<file path="config.mk">
export PLATFORM = sky130hd
export DESIGN_NAME = instr_fetch_flat
export DESIGN_NICKNAME = d
export VERILOG_FILES = /design/src/rtl/ifetch_pkg.sv /design/src/rtl/instr_fetch_if.sv /design/src/rtl/ifetch_fifo.sv /design/src/rtl/instr_fetch.sv /design/src/flat_wrapper.sv
export SDC_FILE = /design/constraint.sdc
export NUM_CORES = 1
export LEC_CHECK = 0
export BUFFER_PORTS_ARGS = -buffer_cell sky130_fd_sc_hd__buf_2
export CAP_MARGIN = 15
export CORE_AREA = 2 2 179 181
export CTS_BUF_LIST = sky130_fd_sc_hd__clkbuf_8
export CTS_CLUSTER_SIZE = 12
export DETAILED_ROUTE_END_ITERATION = 6
export DIE_AREA = 0 0 181 183
export GPL_ROUTABILITY_DRIVEN = 0
export PLACE_DENSITY = 0.76
export SLEW_MARGIN = 40
export SYNTH_ARGS = -nofsm -noshare
export SYNTH_HDL_FRONTEND = slang
export SYNTH_SLANG_ARGS = --single-unit
</file>
<file path="constraint.sdc">
create_clock -name clk -period 4.11 [get_ports clk]
set_input_delay 0.2055 -clock clk [delete_from_list [all_inputs] [get_ports clk]]
set_output_delay 0.2055 -clock clk [all_outputs]
set_load 0.02 [all_outputs]
</file>
<file path="src/rtl/ifetch_pkg.sv">
// rtl/ifetch_pkg.sv - shared types and constants for the instruction fetch unit
package ifetch_pkg;

  typedef enum logic [1:0] {
    IDLE,
    RUN,
    DRAIN
  } state_t;

  localparam int INSTR_W = 32;
  localparam int PC_INC  = 4;

  // Counters must hold the value DEPTH itself, hence one bit more than the pointers.
  function automatic int cnt_w(input int depth);
    return $clog2(depth) + 1;
  endfunction

endpackage

</file>
<file path="src/rtl/instr_fetch_if.sv">
// rtl/instr_fetch_if.sv - memory, decode and redirect signals of the fetch unit
interface instr_fetch_if
  import ifetch_pkg::*;
#(
  parameter int ADDR_W = 32
) ();

  logic               imem_req_valid;
  logic               imem_req_ready;
  logic [ADDR_W-1:0]  imem_req_addr;
  logic               imem_rsp_valid;
  logic [INSTR_W-1:0] imem_rsp_data;
  logic               instr_valid;
  logic               instr_ready;
  logic [INSTR_W-1:0] instruction;
  logic [ADDR_W-1:0]  instr_pc;
  logic               redirect_valid;
  logic [ADDR_W-1:0]  redirect_pc;

  modport master (
    output imem_req_valid, imem_req_addr, instr_valid, instruction, instr_pc,
    input  imem_req_ready, imem_rsp_valid, imem_rsp_data, instr_ready,
    input  redirect_valid, redirect_pc
  );

  modport slave (
    input  imem_req_valid, imem_req_addr, instr_valid, instruction, instr_pc,
    output imem_req_ready, imem_rsp_valid, imem_rsp_data, instr_ready,
    output redirect_valid, redirect_pc
  );

endinterface

</file>
<file path="src/rtl/ifetch_fifo.sv">
// rtl/ifetch_fifo.sv - synchronous FIFO with flush, used for prefetch words and PC tags
module ifetch_fifo
  import ifetch_pkg::*;
#(
  parameter int W     = 64,
  parameter int DEPTH = 4,
  localparam int CW   = cnt_w(DEPTH)
) (
  input  logic          clk,
  input  logic          rst,
  input  logic          push,
  input  logic [W-1:0]  push_data,
  input  logic          pop,
  input  logic          flush,
  output logic [W-1:0]  head,
  output logic [CW-1:0] count,
  output logic          full,
  output logic          empty
);

  localparam int PW = $clog2(DEPTH);

  logic [W-1:0]  mem_q [DEPTH];
  logic [W-1:0]  mem_d [DEPTH];
  logic [PW-1:0] rd_ptr_q, rd_ptr_d;
  logic [PW-1:0] wr_ptr_q, wr_ptr_d;
  logic [CW-1:0] count_q, count_d;
  logic          do_push, do_pop;

  assign full    = (count_q == CW'(DEPTH));
  assign empty   = (count_q == '0);
  assign do_pop  = pop && !empty;
  // A full FIFO still accepts a push when the head leaves in the same cycle.
  assign do_push = push && (!full || do_pop);
  assign head    = mem_q[rd_ptr_q];
  assign count   = count_q;

  always_comb begin
    mem_d    = mem_q;
    rd_ptr_d = rd_ptr_q;
    wr_ptr_d = wr_ptr_q;
    count_d  = count_q;
    if (flush) begin
      rd_ptr_d = '0;
      wr_ptr_d = '0;
      count_d  = '0;
    end else begin
      if (do_push) begin
        mem_d[wr_ptr_q] = push_data;
        wr_ptr_d        = wr_ptr_q + PW'(1);
      end
      if (do_pop) begin
        rd_ptr_d = rd_ptr_q + PW'(1);
      end
      count_d = count_q + CW'(do_push) - CW'(do_pop);
    end
  end

  always_ff @(posedge clk) begin
    if (rst) begin
      rd_ptr_q <= '0;
      wr_ptr_q <= '0;
      count_q  <= '0;
    end else begin
      rd_ptr_q <= rd_ptr_d;
      wr_ptr_q <= wr_ptr_d;
      count_q  <= count_d;
    end
  end

  always_ff @(posedge clk) begin
    mem_q <= mem_d;
  end

endmodule

</file>
<file path="src/rtl/instr_fetch.sv">
// rtl/instr_fetch.sv - instruction fetch: PC generation, credit-limited requests, prefetch FIFO, redirect
// Define IFETCH_BYPASS_EN to forward a response straight to decode when the FIFO is empty.
module instr_fetch
  import ifetch_pkg::*;
#(
  parameter int                ADDR_W   = 32,
  parameter int                DEPTH    = 4,
  parameter logic [ADDR_W-1:0] RESET_PC = '0
) (
  input logic            clk,
  input logic            rst,
  instr_fetch_if.master  bus
);

  localparam int CW = cnt_w(DEPTH);

  state_t            state_q, state_d;
  logic [ADDR_W-1:0] fetch_pc_q, fetch_pc_d;
  logic [CW-1:0]     outstanding_q, outstanding_d;
  logic [CW-1:0]     discard_q, discard_d;
  logic              hold_q, hold_d;

  logic                      redir;
  logic [ADDR_W-1:0]         redir_pc;
  logic                      credit_ok, req_valid, req_fire;
  logic                      rsp_dec, rsp_live, bypass;
  logic                      data_push, data_pop, data_full, data_empty;
  logic [CW-1:0]             data_count;
  logic [INSTR_W+ADDR_W-1:0] data_head;
  logic                      tag_push, tag_full, tag_empty;
  logic [ADDR_W-1:0]         tag_head;
  logic [CW-1:0]             tag_count;
  logic                      unused_tag_count;

  assign redir    = bus.redirect_valid;
  assign redir_pc = {bus.redirect_pc[ADDR_W-1:2], 2'b00};

  // Every request in flight owns a FIFO slot, so responses can never be refused.
  assign credit_ok = ({1'b0, data_count} + {1'b0, outstanding_q}) < (CW+1)'(DEPTH);
  assign req_valid = (state_q == RUN) && !hold_q && credit_ok;
  assign req_fire  = req_valid && bus.imem_req_ready;

  assign rsp_dec  = bus.imem_rsp_valid && (outstanding_q != '0);
  // A response arriving with a redirect belongs to the abandoned path.
  assign rsp_live = bus.imem_rsp_valid && (discard_q == '0) && !redir && !tag_empty;

`ifdef IFETCH_BYPASS_EN
  assign bypass = rsp_live && data_empty && bus.instr_ready;
`else
  assign bypass = 1'b0;
`endif

  assign data_pop  = !data_empty && bus.instr_ready;
  assign data_push = rsp_live && !bypass && (!data_full || data_pop);
  assign tag_push  = req_fire && !tag_full;

  ifetch_fifo #(.W(INSTR_W + ADDR_W), .DEPTH(DEPTH)) u_data_fifo (
    .clk       (clk),
    .rst       (rst),
    .push      (data_push),
    .push_data ({bus.imem_rsp_data, tag_head}),
    .pop       (data_pop),
    .flush     (redir),
    .head      (data_head),
    .count     (data_count),
    .full      (data_full),
    .empty     (data_empty)
  );

  ifetch_fifo #(.W(ADDR_W), .DEPTH(DEPTH)) u_tag_fifo (
    .clk       (clk),
    .rst       (rst),
    .push      (tag_push),
    .push_data (fetch_pc_q),
    .pop       (rsp_live),
    .flush     (redir),
    .head      (tag_head),
    .count     (tag_count),
    .full      (tag_full),
    .empty     (tag_empty)
  );

  assign unused_tag_count = ^tag_count;

  always_comb begin
    state_d       = state_q;
    fetch_pc_d    = fetch_pc_q;
    outstanding_d = outstanding_q + CW'(req_fire) - CW'(rsp_dec);
    discard_d     = discard_q - CW'(bus.imem_rsp_valid && (discard_q != '0));
    hold_d        = 1'b0;
    if (req_fire) begin
      fetch_pc_d = fetch_pc_q + ADDR_W'(PC_INC);
    end
    unique case (state_q)
      IDLE:    state_d = RUN;
      RUN:     state_d = RUN;
      DRAIN:   if (discard_d == '0) state_d = RUN;
      default: state_d = IDLE;
    endcase
    if (redir) begin
      fetch_pc_d = redir_pc;
      hold_d     = 1'b1;
      // In DRAIN everything still in flight is already counted as stale.
      if (state_q != DRAIN) begin
        discard_d = outstanding_d;
      end
      state_d = (discard_d != '0) ? DRAIN : RUN;
    end
  end

  always_ff @(posedge clk) begin
    if (rst) begin
      state_q       <= IDLE;
      fetch_pc_q    <= RESET_PC;
      outstanding_q <= '0;
      discard_q     <= '0;
      hold_q        <= 1'b0;
    end else begin
      state_q       <= state_d;
      fetch_pc_q    <= fetch_pc_d;
      outstanding_q <= outstanding_d;
      discard_q     <= discard_d;
      hold_q        <= hold_d;
    end
  end

  assign bus.imem_req_valid = req_valid;
  assign bus.imem_req_addr  = fetch_pc_q;
  assign bus.instr_valid    = !data_empty || bypass;

  always_comb begin
    bus.instruction = '0;
    bus.instr_pc    = '0;
    if (!data_empty) begin
      bus.instruction = data_head[INSTR_W+ADDR_W-1:ADDR_W];
      bus.instr_pc    = data_head[ADDR_W-1:0];
    end else if (bypass) begin
      bus.instruction = bus.imem_rsp_data;
      bus.instr_pc    = tag_head;
    end
  end

endmodule

</file>
<file path="src/flat_wrapper.sv">
// flat-port wrapper written by rule: the top's interface ports become plain ports
module instr_fetch_flat import ifetch_pkg::*;
#(
  parameter int                ADDR_W   = 32,
  parameter int                DEPTH    = 4,
  parameter logic [ADDR_W-1:0] RESET_PC = '0
)
  (clk, rst, bus_imem_req_valid, bus_imem_req_addr, bus_instr_valid, bus_instruction, bus_instr_pc, bus_imem_req_ready, bus_imem_rsp_valid, bus_imem_rsp_data, bus_instr_ready, bus_redirect_valid, bus_redirect_pc);
  instr_fetch_if #(.ADDR_W(ADDR_W)) bus_i ();
  input logic clk;
  input logic rst;
  output wire logic [$bits(bus_i.imem_req_valid)-1:0] bus_imem_req_valid;
  output wire logic [$bits(bus_i.imem_req_addr)-1:0] bus_imem_req_addr;
  output wire logic [$bits(bus_i.instr_valid)-1:0] bus_instr_valid;
  output wire logic [$bits(bus_i.instruction)-1:0] bus_instruction;
  output wire logic [$bits(bus_i.instr_pc)-1:0] bus_instr_pc;
  input wire logic [$bits(bus_i.imem_req_ready)-1:0] bus_imem_req_ready;
  input wire logic [$bits(bus_i.imem_rsp_valid)-1:0] bus_imem_rsp_valid;
  input wire logic [$bits(bus_i.imem_rsp_data)-1:0] bus_imem_rsp_data;
  input wire logic [$bits(bus_i.instr_ready)-1:0] bus_instr_ready;
  input wire logic [$bits(bus_i.redirect_valid)-1:0] bus_redirect_valid;
  input wire logic [$bits(bus_i.redirect_pc)-1:0] bus_redirect_pc;
  assign bus_imem_req_valid = bus_i.imem_req_valid;
  assign bus_imem_req_addr = bus_i.imem_req_addr;
  assign bus_instr_valid = bus_i.instr_valid;
  assign bus_instruction = bus_i.instruction;
  assign bus_instr_pc = bus_i.instr_pc;
  assign bus_i.imem_req_ready = bus_imem_req_ready;
  assign bus_i.imem_rsp_valid = bus_imem_rsp_valid;
  assign bus_i.imem_rsp_data = bus_imem_rsp_data;
  assign bus_i.instr_ready = bus_instr_ready;
  assign bus_i.redirect_valid = bus_redirect_valid;
  assign bus_i.redirect_pc = bus_redirect_pc;
  instr_fetch #(.ADDR_W(ADDR_W), .DEPTH(DEPTH), .RESET_PC(RESET_PC)) u_core (.clk(clk), .rst(rst), .bus(bus_i));
endmodule
</file>
==> metrics.md <==
| Metric | Value |
|---|---|
| Critical path type | `reg -> reg` |
| Setup TNS | `0 ns` |
| TritonCTS Buffers | `66` |
| DR WL/cell | `approximately 21 um` |
| Largest net degree at the start of global routing | `65` |
| Worst setup EP type | `register` |
| First-pass GRT wire length | `53400 um` |
| Ports | `approximately 170` |
| Clock skew | `0.0256 ns` |
| # port buffers | `161` |
| Die area | `33100 sq um` |
| Post-CTS sizing | `0` |
| Drt pass-1 iters | `5` |
| Core footprint | `31200 sq um` |
| Number of nets in the layout | `1296` |
| Final hold viol count | `0` |
| Hold WC Path Type | `in -> reg` |
| Synth Area in Compound Gates | `3.28%` |
| Post-synth EDFFs | `368` |
| Syn_area_per_cell | `17.8 sq um` |
| Final Cycle Share | `70.4%` |
| Filler Cell Count | `between 2000 and 2500` |
| CTS Root Cell | `clkbuf_8` |
| Initial antenna violation count | `0` |
| Slew Viols, Final | `0` |
| Sequential area share after synthesis | `71.5%` |
| Die Span X | `181 um` |
| Layout area overhead | `19.1%` |
| Initial DRC Count | `792` |
| WP data arrival | `around 3.3 ns` |
| Max incr delay on CP | `~0.37 ns` |
| Worst Path Buf+Inv | `4` |
| Worst path slowest cell | `nor4b_1` |
| Area share of fa/ha/maj cells after synthesis | `1.76%` |
| CTS clk-pin slew, worst paths | `0.07 ns` |
| Clock sinks | `421` |
| Detailed Place HPWL | `20100 um` |
| CTS tree | `done` |
| Layout cells sized above 1 | `30.5%` |
| CP top delay family | `adder cells` |
| Top FF cell, synth | `edfxtp_1` |
| Vias in the first global route | `9722` |
| Status | `complete, no violations` |
| Yosys reg bits | `421` |
| Worst-path cell chain | `ha_1, nor4b_1, nand4_1, inv_1, buf_4, nand2_1, ha_1, inv_1, ha_1, inv_1, fa_1, xor2_1, xnor2_1, nor2_1` |
| Initial Util | `54.2%` |
| Final setup viols | `0` |
| Total Routing Usage GR | `between 20% and 30%` |
| Crit path max fanout | `15` |
| Fmax | `346 MHz` |
| LEAKAGE | `approximately 7 nW` |
| Slew HR | `between 40% and 50%` |
| Grt ovf | `0` |
| Peak supply drop | `roughly 230 uV` |
| # H-tree levels | `3` |
| Post-synth cell types | `62` |
| Setup WS pre-CTS | `1.26 ns` |
| Largest family of logic cells by synthesized area | `multiplexers` |
| Mux cell area share after synthesis | `about 12%` |
| Synthesis Warnings | `0` |
| Setup slack after layout | `around 1.2 ns` |
| Max-cap violation count | `0` |
| Syn Inst Count | `949` |
| CP Data Required Time | `4.55 ns` |
| Vias per cell | `5.71` |
| DRC viols | `0` |
| Detailed-route wire length | `34300 um` |
| Post-synthesis cell area | `16900 sq um` |
| Worst setup SP type | `register` |
| Remaining antenna violation count | `0` |
| PD cells | `436 nW/um^2` |
| Worst skew pair latency | `0.58 ns` |
| Synth async-reset ratio | `0%` |
| Fin crit period | `around 2.9 ns` |
| RSZ-0062 raised after global routing | `no` |
| Simple-Gate Fraction of Synth Area | `8.47%` |
| Row count | `65` |
| Bufs on Longest Clock Path | `3` |
| Worst-Margin Slew | `0.783 ns` |
| XOR/XNOR Fraction of Synth Area | `0.709%` |
| Vias | `9468` |
| Die H | `183 um` |
==> routing by layer <==
layer,global-route usage [%],wire (um),vias to the layer above
met2,35.7,16800,374
met1,27.8,14300,4732
met5,0,0,-
met3,4.05,2390,53
met4,7.41,744,0
li1,-,-,4309
==> registers in the layout, indices dropped and copies added (netlist names) <==
name                         count
u_core.u_tag_fifo.wr_ptr_q       2
u_core.u_data_fifo.count         3
u_core.u_tag_fifo.mem_q        120
u_core.u_data_fifo.rd_ptr_q      2
u_core.state_q                   2
u_core.u_data_fifo.wr_ptr_q      2
u_core.outstanding_q             3
u_core.bus.imem_req_addr        30
u_core.discard_q                 3
u_core.hold_q                    1
u_core.u_tag_fifo.count          3
u_core.u_tag_fifo.rd_ptr_q       2
u_core.u_data_fifo.mem_q       248
==> report_power, final <==
group | leakage, nW | internal [mW] | switching [mW]
logic | 2.50 | 0.244 | 0.316
clock network | 0.741 | 1.85 | 1.56
registers | 3.77 | 4.73 | 0.0908
==> worst min-delay path: cells and delay by family <==
| family | cells | cell delay, ns |
|---|---|---|
| buffers and inverters | 1 | 0.13 |
| AND/OR/NAND/NOR | 2 | 0.17 |
| XOR/XNOR | 1 | 0.06 |
==> metrics by stage <==
| stage | hold slack, ns | utilization (%) | power [mW] | area (sq um) | instances |
|---|---|---|---|---|---|
| 6_report | 0.0331 | 64.6 | 8.79 | 20200 | 1659 |
| 4_1_cts | 0.00612 | 64.5 | 8.87 | 20200 | 1658 |
| 2_1_floorplan | 0.304 | - | 5.22 | 16900 | 952 |
| 5_1_grt | 0.0403 | 64.6 | 9.14 | 20200 | 1658 |
| 3_5_place_dp | 0.423 | 58.4 | 5.42 | 18300 | 1478 |
| 3_3_place_gp | 0.419 | 58.4 | 5.39 | 18200 | 1477 |
==> area by class of cell <==
| class | count | area, sq um | share of cell area (%) |
|---|---|---|---|
| antenna | 1 | 2.50 | 0.0124 |
| clock inverter | 46 | 284 | 1.41 |
| sequential | 421 | 12100 | 60.1 |
| tap | 402 | 503 | 2.49 |
| multi-input combinational | 452 | 4540 | 22.5 |
| timing repair buffer | 237 | 1600 | 7.95 |
| clock buffer | 74 | 1020 | 5.05 |
| inverter | 26 | 97.6 | 0.484 |
==> cells in the mapped netlist (all sizes together) (3+ instances only) <==
library cell | instances | area [sq um]
nor3b | 4 | 30.0
and2 | 76 | 475
nor2b | 7 | 43.8
nand3 | 20 | 105
nor2 | 45 | 169
inv | 26 | 97.6
o21ai | 8 | 40.0
nand4 | 11 | 87.6
nand2 | 22 | 82.6
a311oi | 14 | 123
o31ai | 9 | 67.6
mux4 | 92 | 2070
nor3 | 8 | 40.0
or4 | 12 | 90.1
a221o | 3 | 30.0
dfxtp | 53 | 1060
nor4 | 15 | 106
or3 | 8 | 50.1
and3 | 5 | 32.5
edfxtp | 368 | 11100
a21oi | 6 | 30.0
a2111oi | 5 | 47.6
clkbuf | 32 | 120
nand2b | 3 | 18.8
a211oi | 5 | 37.5
or2 | 5 | 31.3
a31oi | 3 | 18.8
ha | 19 | 238
fa | 3 | 60.1
o41a | 4 | 45.0
and4 | 3 | 27.5
buf | 21 | 104
xnor2 | 9 | 78.8
==> cells in the final DEF, fill, tap and decap left out, types with 14 or more instances in the layout <==
| master | Yosys | layout |
|---|---|---|
| a311oi_1 | 14 | 14 |
| and2_1 | 76 | 72 |
| buf_2 | 8 | 160 |
| clkbuf_8 | 0 | 74 |
| dfxtp_1 | 53 | 50 |
| dlygate4sd3_1 | 0 | 60 |
| edfxtp_1 | 368 | 368 |
| ha_1 | 19 | 19 |
| inv_1 | 25 | 47 |
| mux4_2 | 92 | 92 |
| nand2_1 | 22 | 22 |
| nand3_1 | 19 | 19 |
| nor2_1 | 45 | 45 |
==> worst paths after layout <==
kind         cells past startpoint                                        from  slack [ns]                                           to
max reg2reg                     14      u_core.u_data_fifo.count[2]$_SDFF_PP0_        1.22        u_core.u_tag_fifo.count[2]$_SDFF_PP0_
min reg2reg                      2  u_core.u_tag_fifo.wr_ptr_q[1]$_SDFFE_PP0P_        0.53   u_core.u_tag_fifo.wr_ptr_q[1]$_SDFFE_PP0P_
min                              4                             bus_instr_ready        0.03  u_core.u_data_fifo.rd_ptr_q[1]$_SDFFE_PP0P_
max                             14      u_core.u_data_fifo.count[2]$_SDFF_PP0_        1.22        u_core.u_tag_fifo.count[2]$_SDFF_PP0_
==> cell families after synthesis <==
logic type	after synthesis
muxes	94
and+or+nand+nor	249
other	1
buffers and inverters	79
adders and majority gates	22
DFF	421
xor gates and xnor gates	12
AOI/OAI and AO/OA	71
==> what timing repair did <==
| item | in CTS | in global routing |
|---|---|---|
| hold endpoints to repair | 156 | 0 |
| hold buffers | 60 | 0 |
| buffers inserted | 0 | 0 |
Power figures use the tool's default switching activity.
